File: config.mk
export PLATFORM = sky130hd
export DESIGN_NAME = fsm_match_sched_flat
export DESIGN_NICKNAME = d
export VERILOG_FILES = /design/src/rtl/fsm_match_sched_if.sv /design/src/rtl/fsm_match_sched.sv /design/src/flat_wrapper.sv
export SDC_FILE = /design/constraint.sdc
export NUM_CORES = 1
export LEC_CHECK = 0
export CORE_ASPECT_RATIO = 1.4
export CORE_MARGIN = 3
export CORE_UTILIZATION = 50
export DETAILED_ROUTE_END_ITERATION = 12
export GPL_TIMING_DRIVEN = 1
export PLACE_DENSITY = 0.78
export SLEW_MARGIN = 20
export SYNTH_ARGS = -nofsm -noshare
export SYNTH_HDL_FRONTEND = slang
export SYNTH_SLANG_ARGS = --single-unit
File: constraint.sdc
create_clock -name clk_i -period 2.3 [get_ports clk_i]
set_input_delay 0.46 -clock clk_i [delete_from_list [all_inputs] [get_ports clk_i]]
set_output_delay 0.46 -clock clk_i [all_outputs]
set_load 0.02 [all_outputs]
File: src/rtl/fsm_match_sched_if.sv
// Bundle of scheduler request/data inputs and grant/status outputs.
// The master side drives req_i/data_i, and the slave side is the scheduler.
interface fsm_match_sched_if #(
  parameter int NCH   = 4,
  parameter int CNT_W = 4
);
  localparam int CH_W = (NCH > 1) ? $clog2(NCH) : 1;

  logic [NCH-1:0]   req_i;
  logic [NCH-1:0]   data_i;
  logic [NCH-1:0]   gnt_o;
  logic             busy_o;
  logic             done_o;
  logic [CNT_W-1:0] match_cnt_o;
  logic [CH_W-1:0]  ch_o;
  logic             abort_o;

  modport master (
    output req_i, data_i,
    input  gnt_o, busy_o, done_o, match_cnt_o, ch_o, abort_o
  );

  modport slave (
    input  req_i, data_i,
    output gnt_o, busy_o, done_o, match_cnt_o, ch_o, abort_o
  );
endinterface

File: src/rtl/fsm_match_sched.sv
// Round-robin frame scheduler that shares one non-overlapping "11" detector among NCH serial channels.
// Optional FSM_SCHED_ABORT_EN: a granted channel that drops req_i aborts its frame.
module fsm_match_sched #(
  parameter int NCH       = 4,
  parameter int FRAME_LEN = 8,
  parameter int CNT_W     = 4
) (
  input  logic              clk_i,
  input  logic              reset_i,
  fsm_match_sched_if.slave  bus
);
  localparam int CH_W  = (NCH > 1) ? $clog2(NCH) : 1;
  localparam int BIT_W = $clog2(FRAME_LEN);
  localparam logic [BIT_W-1:0] LAST_BIT = BIT_W'(FRAME_LEN - 1);
  localparam logic [CNT_W-1:0] CNT_MAX  = '1;

  typedef enum logic [1:0] {IDLE, RUN, DONE} state_t;
  typedef enum logic {D0, D1} det_t;

  state_t           state_q, state_d;
  det_t             det_q, det_d;
  logic [CH_W-1:0]  ch_q, ch_d;
  logic [CH_W-1:0]  rr_q, rr_d;
  logic [BIT_W-1:0] bit_cnt_q, bit_cnt_d;
  logic [CNT_W-1:0] run_cnt_q, run_cnt_d;
  logic [NCH-1:0]   gnt_q, gnt_d;
  logic             busy_q, busy_d;
  logic             done_q, done_d;
  logic [CNT_W-1:0] match_q, match_d;
  logic [CH_W-1:0]  ch_out_q, ch_out_d;
  logic             pick_valid;
  logic [CH_W-1:0]  pick_ch;
  logic [CH_W-1:0]  cand;
  logic [CH_W-1:0]  next_ch;
  logic             bit_in;

  // Scan downward so the last hit is the first requester at or after rr_q.
  always_comb begin
    pick_valid = 1'b0;
    pick_ch    = '0;
    cand       = '0;
    for (int i = NCH - 1; i >= 0; i--) begin
      cand = CH_W'((int'(rr_q) + i) % NCH);
      if (bus.req_i[cand]) begin
        pick_valid = 1'b1;
        pick_ch    = cand;
      end
    end
  end

  assign next_ch = (int'(ch_q) == NCH - 1) ? '0 : ch_q + 1'b1;
  assign bit_in  = bus.data_i[ch_q];

`ifdef FSM_SCHED_ABORT_EN
  logic abort_q, abort_d;
`endif

  always_comb begin
    state_d   = state_q;
    det_d     = det_q;
    ch_d      = ch_q;
    rr_d      = rr_q;
    bit_cnt_d = bit_cnt_q;
    run_cnt_d = run_cnt_q;
    gnt_d     = gnt_q;
    busy_d    = busy_q;
    done_d    = 1'b0;
    match_d   = match_q;
    ch_out_d  = ch_out_q;
`ifdef FSM_SCHED_ABORT_EN
    abort_d   = 1'b0;
`endif
    case (state_q)
      IDLE: begin
        gnt_d  = '0;
        busy_d = 1'b0;
        if (pick_valid) begin
          state_d   = RUN;
          ch_d      = pick_ch;
          gnt_d     = NCH'(1) << pick_ch;
          busy_d    = 1'b1;
          bit_cnt_d = '0;
          det_d     = D0;
          run_cnt_d = '0;
        end
      end
      RUN: begin
        bit_cnt_d = bit_cnt_q + 1'b1;
        // A second consecutive 1 closes a match and restarts the search.
        if (bit_in) begin
          if (det_q == D1) begin
            det_d = D0;
            if (run_cnt_q != CNT_MAX) run_cnt_d = run_cnt_q + 1'b1;
          end else begin
            det_d = D1;
          end
        end else begin
          det_d = D0;
        end
        if (bit_cnt_q == LAST_BIT) begin
          state_d  = DONE;
          gnt_d    = '0;
          done_d   = 1'b1;
          match_d  = run_cnt_d;
          ch_out_d = ch_q;
          rr_d     = next_ch;
        end
`ifdef FSM_SCHED_ABORT_EN
        if (!bus.req_i[ch_q]) begin
          state_d  = IDLE;
          gnt_d    = '0;
          busy_d   = 1'b0;
          done_d   = 1'b0;
          abort_d  = 1'b1;
          match_d  = match_q;
          ch_out_d = ch_q;
          rr_d     = next_ch;
        end
`endif
      end
      DONE: begin
        state_d = IDLE;
        busy_d  = 1'b0;
      end
      default: begin
        state_d = IDLE;
        gnt_d   = '0;
        busy_d  = 1'b0;
      end
    endcase
  end

  always_ff @(posedge clk_i or negedge reset_i) begin
    if (!reset_i) begin
      state_q   <= IDLE;
      det_q     <= D0;
      ch_q      <= '0;
      rr_q      <= '0;
      bit_cnt_q <= '0;
      run_cnt_q <= '0;
      gnt_q     <= '0;
      busy_q    <= 1'b0;
      done_q    <= 1'b0;
      match_q   <= '0;
      ch_out_q  <= '0;
    end else begin
      state_q   <= state_d;
      det_q     <= det_d;
      ch_q      <= ch_d;
      rr_q      <= rr_d;
      bit_cnt_q <= bit_cnt_d;
      run_cnt_q <= run_cnt_d;
      gnt_q     <= gnt_d;
      busy_q    <= busy_d;
      done_q    <= done_d;
      match_q   <= match_d;
      ch_out_q  <= ch_out_d;
    end
  end

`ifdef FSM_SCHED_ABORT_EN
  always_ff @(posedge clk_i or negedge reset_i) begin
    if (!reset_i) abort_q <= 1'b0;
    else          abort_q <= abort_d;
  end
  assign bus.abort_o = abort_q;
`else
  assign bus.abort_o = 1'b0;
`endif

  assign bus.gnt_o       = gnt_q;
  assign bus.busy_o      = busy_q;
  assign bus.done_o      = done_q;
  assign bus.match_cnt_o = match_q;
  assign bus.ch_o        = ch_out_q;
endmodule

File: src/flat_wrapper.sv
// flat-port wrapper written by rule: the top's interface ports become plain ports
module fsm_match_sched_flat 
#(
  parameter int NCH       = 4,
  parameter int FRAME_LEN = 8,
  parameter int CNT_W     = 4
)
  (clk_i, reset_i, bus_req_i, bus_data_i, bus_gnt_o, bus_busy_o, bus_done_o, bus_match_cnt_o, bus_ch_o, bus_abort_o);
  fsm_match_sched_if #(.NCH(NCH), .CNT_W(CNT_W)) bus_i ();
  input  logic clk_i;
  input  logic reset_i;
  input wire logic [$bits(bus_i.req_i)-1:0] bus_req_i;
  input wire logic [$bits(bus_i.data_i)-1:0] bus_data_i;
  output wire logic [$bits(bus_i.gnt_o)-1:0] bus_gnt_o;
  output wire logic [$bits(bus_i.busy_o)-1:0] bus_busy_o;
  output wire logic [$bits(bus_i.done_o)-1:0] bus_done_o;
  output wire logic [$bits(bus_i.match_cnt_o)-1:0] bus_match_cnt_o;
  output wire logic [$bits(bus_i.ch_o)-1:0] bus_ch_o;
  output wire logic [$bits(bus_i.abort_o)-1:0] bus_abort_o;
  assign bus_i.req_i = bus_req_i;
  assign bus_i.data_i = bus_data_i;
  assign bus_gnt_o = bus_i.gnt_o;
  assign bus_busy_o = bus_i.busy_o;
  assign bus_done_o = bus_i.done_o;
  assign bus_match_cnt_o = bus_i.match_cnt_o;
  assign bus_ch_o = bus_i.ch_o;
  assign bus_abort_o = bus_i.abort_o;
  fsm_match_sched #(.NCH(NCH), .FRAME_LEN(FRAME_LEN), .CNT_W(CNT_W)) u_core (.clk_i(clk_i), .reset_i(reset_i), .bus(bus_i));
endmodule
# Word level (Yosys, flattened, before mapping)

Index checks and enable logic that the tools add are counted.

Add/subtract/negate cells: 6
Magnitude comparators: 5
Equal/unequal tests: 7
Shift operators: 1
Muxes and demuxes: 40
Bitwise gates (word level): 1
Reductions and logical operators: 7

Operator list:

| operator            | number |
|---|---|
| $mux 4              | 6 |
| $lt 2x3->1 const B  | 5 |
| $mux 1              | 15 |
| $mux 2              | 7 |
| $pmux 4 s3          | 1 |
| $bmux 1 s2          | 5 |
| $reduce_and 2->1    | 5 |
| $pmux 4 s2          | 1 |
| $pmux 3 s2          | 1 |
| $add 2x1->2 const B | 2 |
| $add 2x2->2 const B | 2 |
| $add 4x1->4 const B | 1 |
| $eq 2x1->1 const B  | 2 |
| $ne 2x1->1 const B  | 2 |
| $ne 4x4->1 const B  | 1 |
| $pmux 1 s2          | 2 |
| $pmux 2 s2          | 1 |
| $shl 1x2->4 const A | 1 |
| $add 3x1->3 const B | 1 |
| $eq 3x3->1 const B  | 1 |
| $mux 3              | 1 |
| $eq 2x2->1 const B  | 1 |
| $logic_not 2->1     | 1 |
| $reduce_bool 2->1   | 1 |
| $not 1->1           | 1 |

Register bits: 26
Input port bits: 10
Logic and storage cells: 78

# Longest topological paths before layout

Word-level depth: 10
Gate-level depth with buffers: 6
Mapped depth without buffers: 5

# Least setup slack after synthesis

No wires, ideal clock.

Path kind: input port to flip-flop
Start: input port bus_data_i[3]
End: register u_core.run_cnt_q[3]
Library setup time: 0.077 ns
Data arrival time: 1.558 ns
Required time: 2.223 ns
Slack: 0.665 ns
Cell stages on the path: 5
Buffers on the path: 1
Path through: mux4_2 > and2_4 > buf_6 > a41o_1 > a21oi_1

Longest elaborated chain between the ends: 4

Ends and longest elaborated chain:

| element                      | line                   | RTL |
|---|---|---|
| from (decl)                  | flat_wrapper.sv:13     | `input wire logic [$bits(bus_i.data_i)-1:0] bus_data_i;` |
| $bmux 1 s2                   | fsm_match_sched.sv:52  | `assign bit_in = bus.data_i[ch_q];` |
| $mux 1 (not written as such) | fsm_match_sched.sv:52  |  |
| $mux 4                       | fsm_match_sched.sv:90  | `if (bit_in) begin` |
| $pmux 4 s2                   | fsm_match_sched.sv:73  | `case (state_q)` |
| to (signal assigned)         | fsm_match_sched.sv:152 | `run_cnt_q <= run_cnt_d;` |
| to (decl)                    | fsm_match_sched.sv:25  | `logic [CNT_W-1:0] run_cnt_q, run_cnt_d;` |

Every way passes these cells. The select of a mux whose other input is x is not followed.
A chain may end at the register's enable or synchronous reset.

# Worst setup path after layout

Start: input port bus_req_i[2]
End: register u_core.run_cnt_q[0]

Longest elaborated chain between the ends: 8

Ends and longest elaborated chain:

| element                             | line                  | RTL |
|---|---|---|
| from (decl)                         | flat_wrapper.sv:12    | `input wire logic [$bits(bus_i.req_i)-1:0] bus_req_i;` |
| $bmux 1 s2                          | fsm_match_sched.sv:44 | `if (bus.req_i[cand]) begin` |
| $mux 1 (not written as such)        | fsm_match_sched.sv:44 |  |
| $mux 1 (3 in a row)                 | fsm_match_sched.sv:44 |  |
| $mux 1 *                            | fsm_match_sched.sv:44 |  |
| $ne 2x1->1 (no source line) *       | -                     |  |
| $reduce_and 2->1 (no source line) * | -                     |  |

Mark *: on every way between the ends. The rest lies on a longest branch, timed or not. The select of a mux whose other input is x is not followed.

==> flow_summary.json <==
{
  "outcome": "finished, final reports clean",
  "syn_area_per_cell_um2": 10.62,
  "hpwl_um": 1911,
  "initialDrtViolationCount": 29,
  "crit_chain": "clkdlybuf4s50_1, or4_1, o21ba_2, a21bo_2, mux2_2",
  "io_buffers": 21,
  "min_delay_path_depth": 1,
  "cts.sinks": 26,
  "io_pins": 23,
  "grt_pass1_wl_um": 4333,
  "dieArea_mm2": 0.003153,
  "period_share": 0.7817,
  "synth.distinct_cells": 38,
  "fin_crit_ns": 1.798,
  "final_core_util": 0.6720,
  "cp_slowest_cell": "or4_1",
  "ys_warn_count": 0,
  "via_count": 970,
  "place_congestion": 0.8344,
  "total_power_mw": 1.771,
  "path_clk_slew_ns": 0.13,
  "track_usage": 0.1739,
  "clk_latency_ns": 0.31,
  "num-fill-cells": 195,
  "crit_cells": 5,
  "max-cap-violations": 0,
  "netlist_area_mm2": 0.001254,
  "placementRows": 20,
  "rsz0062_at_grt": "false",
  "ir_drop_mv": 0.7097,
  "area_growth_pct": 22.06,
  "die_h_um": 65.25,
  "min_path_type": "reg2reg",
  "drv_slew": 0,
  "first_global_vias": 1014,
  "dr.pass1.iters": 4,
  "antenna_found_initial": 0,
  "cpLargestDelayFamily": "simple AND/OR/NAND/NOR gates",
  "critPathMaxFanout": 6,
  "fin_nets": 158,
  "vias_per_cell": 5.543,
  "fmax_mhz": 556.2,
  "power_density_mw_per_mm2": 1157,
  "postCtsHoldBufs": 0,
  "reg2reg_depth": 4,
  "endpoint_kind": "flip-flop",
  "routed_wl_um": 2472,
  "start_util": 0.5505,
  "required_ns": 2.56,
  "critPathLaunchType": "input pin",
  "route.detailed.wl_per_inst_um": 14.13,
  "finClkSkew_ns": 0.003054,
  "cts_resized": 0,
  "ys_seq_elements": 26,
  "clockBufferDepth": 2,
  "worstSetupPathType": "in2reg",
  "grt_max_degree": 27,
  "hold_violations": 0,
  "setup_tns_ns": 0,
  "leakagePower_nw": 0.7015,
  "die_x_um": 48.32,
  "cts_buffers": 3,
  "remaining_drc_errors": 0,
  "synth_cells": 118,
  "holdWs_ns": 0.4942,
  "crit_buf_inv": 1,
  "cts_max_level": 1,
  "setup_viol": 0,
  "final_layout_size_suffix_gt1_frac": 0.1127,
  "rrSetupSlack_ns": 0.60,
  "gr-total-overflow": 0,
  "arrival_ns": 2.06,
  "tritoncts": "built",
  "cts_root_buffer": "clkbuf_4",
  "postCtsSetupBuffers": 0,
  "cpPeakStageDelay_ns": 0.56,
  "diodes": 0,
  "core_area_mm2": 0.002277,
  "synth_nets": 132,
  "ys_seq_area_frac": 0.5190,
  "ant_nets": 0
}
==> cell usage after synthesis <==
cell | number | area [um^2]
mux4_2 | 1 | 22.52
clkbuf_1 | 1 | 3.750
mux2_2 | 4 | 45.04
buf_6 | 1 | 11.26
nand2_1 | 18 | 67.56
nand2b_1 | 1 | 6.260
nand3_1 | 2 | 10.01
o22ai_1 | 1 | 6.260
mux2i_1 | 2 | 20.02
a21bo_2 | 1 | 10.01
o21ba_2 | 1 | 10.01
a32o_1 | 2 | 20.02
o21ai_0 | 9 | 45.04
or4_1 | 1 | 7.510
a41o_1 | 2 | 20.02
o21bai_1 | 1 | 7.510
o221a_2 | 1 | 11.26
a21oi_1 | 6 | 30.03
a22o_1 | 1 | 8.760
buf_4 | 1 | 7.510
dfrtp_1 | 26 | 650.6
xor2_1 | 1 | 8.760
and2_4 | 1 | 8.760
and3_1 | 1 | 6.260
conb_1 | 1 | 3.750
nor2b_1 | 3 | 18.77
a21o_1 | 1 | 7.510
inv_1 | 5 | 18.77
nor3_1 | 2 | 10.01
buf_2 | 1 | 5.000
a31oi_1 | 2 | 12.51
nor2_1 | 3 | 11.26
o21a_1 | 2 | 15.01
o21ai_1 | 1 | 5.000
and2_1 | 1 | 6.260
or2b_1 | 1 | 7.510
ha_1 | 4 | 50.05
o31ai_1 | 5 | 37.54
==> layout by cell type (no fill, tap or decap) <==
cell type        instances
nor2b_1                  3
o22ai_1                  1
o21ai_1                  1
a32o_1                   2
a22o_1                   1
inv_1                    5
o21ba_2                  1
xor2_1                   1
a21oi_1                  6
o221a_2                  1
nand2_1                 18
o21ai_0                  9
or2b_1                   1
clkdlybuf4s50_1         21
nor3_1                   2
a31oi_1                  2
a21o_1                   1
clkbuf_4                 3
mux2i_1                  2
nand2b_1                 1
a21bo_2                  1
mux4_2                   1
ha_1                     4
or4_1                    1
o31ai_1                  5
o21a_1                   2
nor2_1                   3
and2_4                   1
nand3_1                  2
buf_4                    4
o21bai_1                 1
and3_1                   1
and2_1                   1
mux2_2                   4
a41o_1                   2
dfrtp_1                 26
conb_1                   1
==> sequential cells by signal, summed over array words and instances, names as in the netlist <==
signal	cells
u_core.state_q	2
u_core.bus.gnt_o	4
u_core.det_q	1
u_core.bit_cnt_q	3
u_core.rr_q	2
u_core.bus.ch_o	2
u_core.ch_q	2
u_core.bus.match_cnt_o	4
u_core.bus.done_o	1
u_core.bus.busy_o	1
u_core.run_cnt_q	4
==> worst paths after layout <==
kind / startpoint / to
min in group asynchronous: reset_i / u_core.bus.match_cnt_o[1]
setup reg to reg: u_core.ch_q[0] / u_core.run_cnt_q[0]
max in group asynchronous: reset_i / u_core.bit_cnt_q[2]
hold reg to reg: u_core.bit_cnt_q[0] / u_core.bit_cnt_q[0]
hold / removal: u_core.bit_cnt_q[0] / u_core.bit_cnt_q[0]
setup / recovery: bus_req_i[2] / u_core.run_cnt_q[0]
==> metrics by stage <==
step	area, um^2	std cells	setup WS (ns)
2_1_floorplan	1254	118	0.6646
3_3_place_gp	1508	172	0.2127
3_5_place_dp	1508	172	0.1743
4_1_cts	1530	175	0.5158
5_1_grt	1530	175	0.4765
6_report	1530	175	0.5021
==> metal layers <==
layer	global-route usage	part of all wire	vias to the layer above	wire length [um]
li1	-	-	475	-
met1	0.2047	0.44	470	1078
met2	0.3293	0.53	21	1308
met3	0.02041	0.024	4	60
met4	0.05338	0.010	0	25
met5	0	0	-	0
==> where the power goes <==
part	internal, mW	total [mW]	switching, mW
Combinational	0.400	0.824	0.423
Clock	0.0612	0.187	0.126
Sequential	0.623	0.761	0.138
==> final cells by class <==
cell class	instances	area (um^2)	area share
sequential	26	650.6	0.4252
inverter	5	18.77	0.01226
clock buffer	3	22.52	0.01472
timing repair buffer	25	240.2	0.1570
multi-input combinational	83	556.8	0.3639
tap	33	41.29	0.02698
==> cell families after synthesis <==
| logic type | Yosys count | share of synthesized area |
|---|---|---|
| flip-flops | 26 | 0.5190 |
| adder cells (fa/ha/maj) | 4 | 0.03992 |
| AO/OA/AOI/OAI | 36 | 0.1966 |
| buffers and inverters | 9 | 0.03692 |
| AND/OR/NAND/NOR | 34 | 0.1278 |
| other | 1 | 0.002991 |
| multiplexers | 7 | 0.06986 |
| XOR/XNOR | 1 | 0.006987 |
No activity file was read; power rests on OpenSTA's default activity.
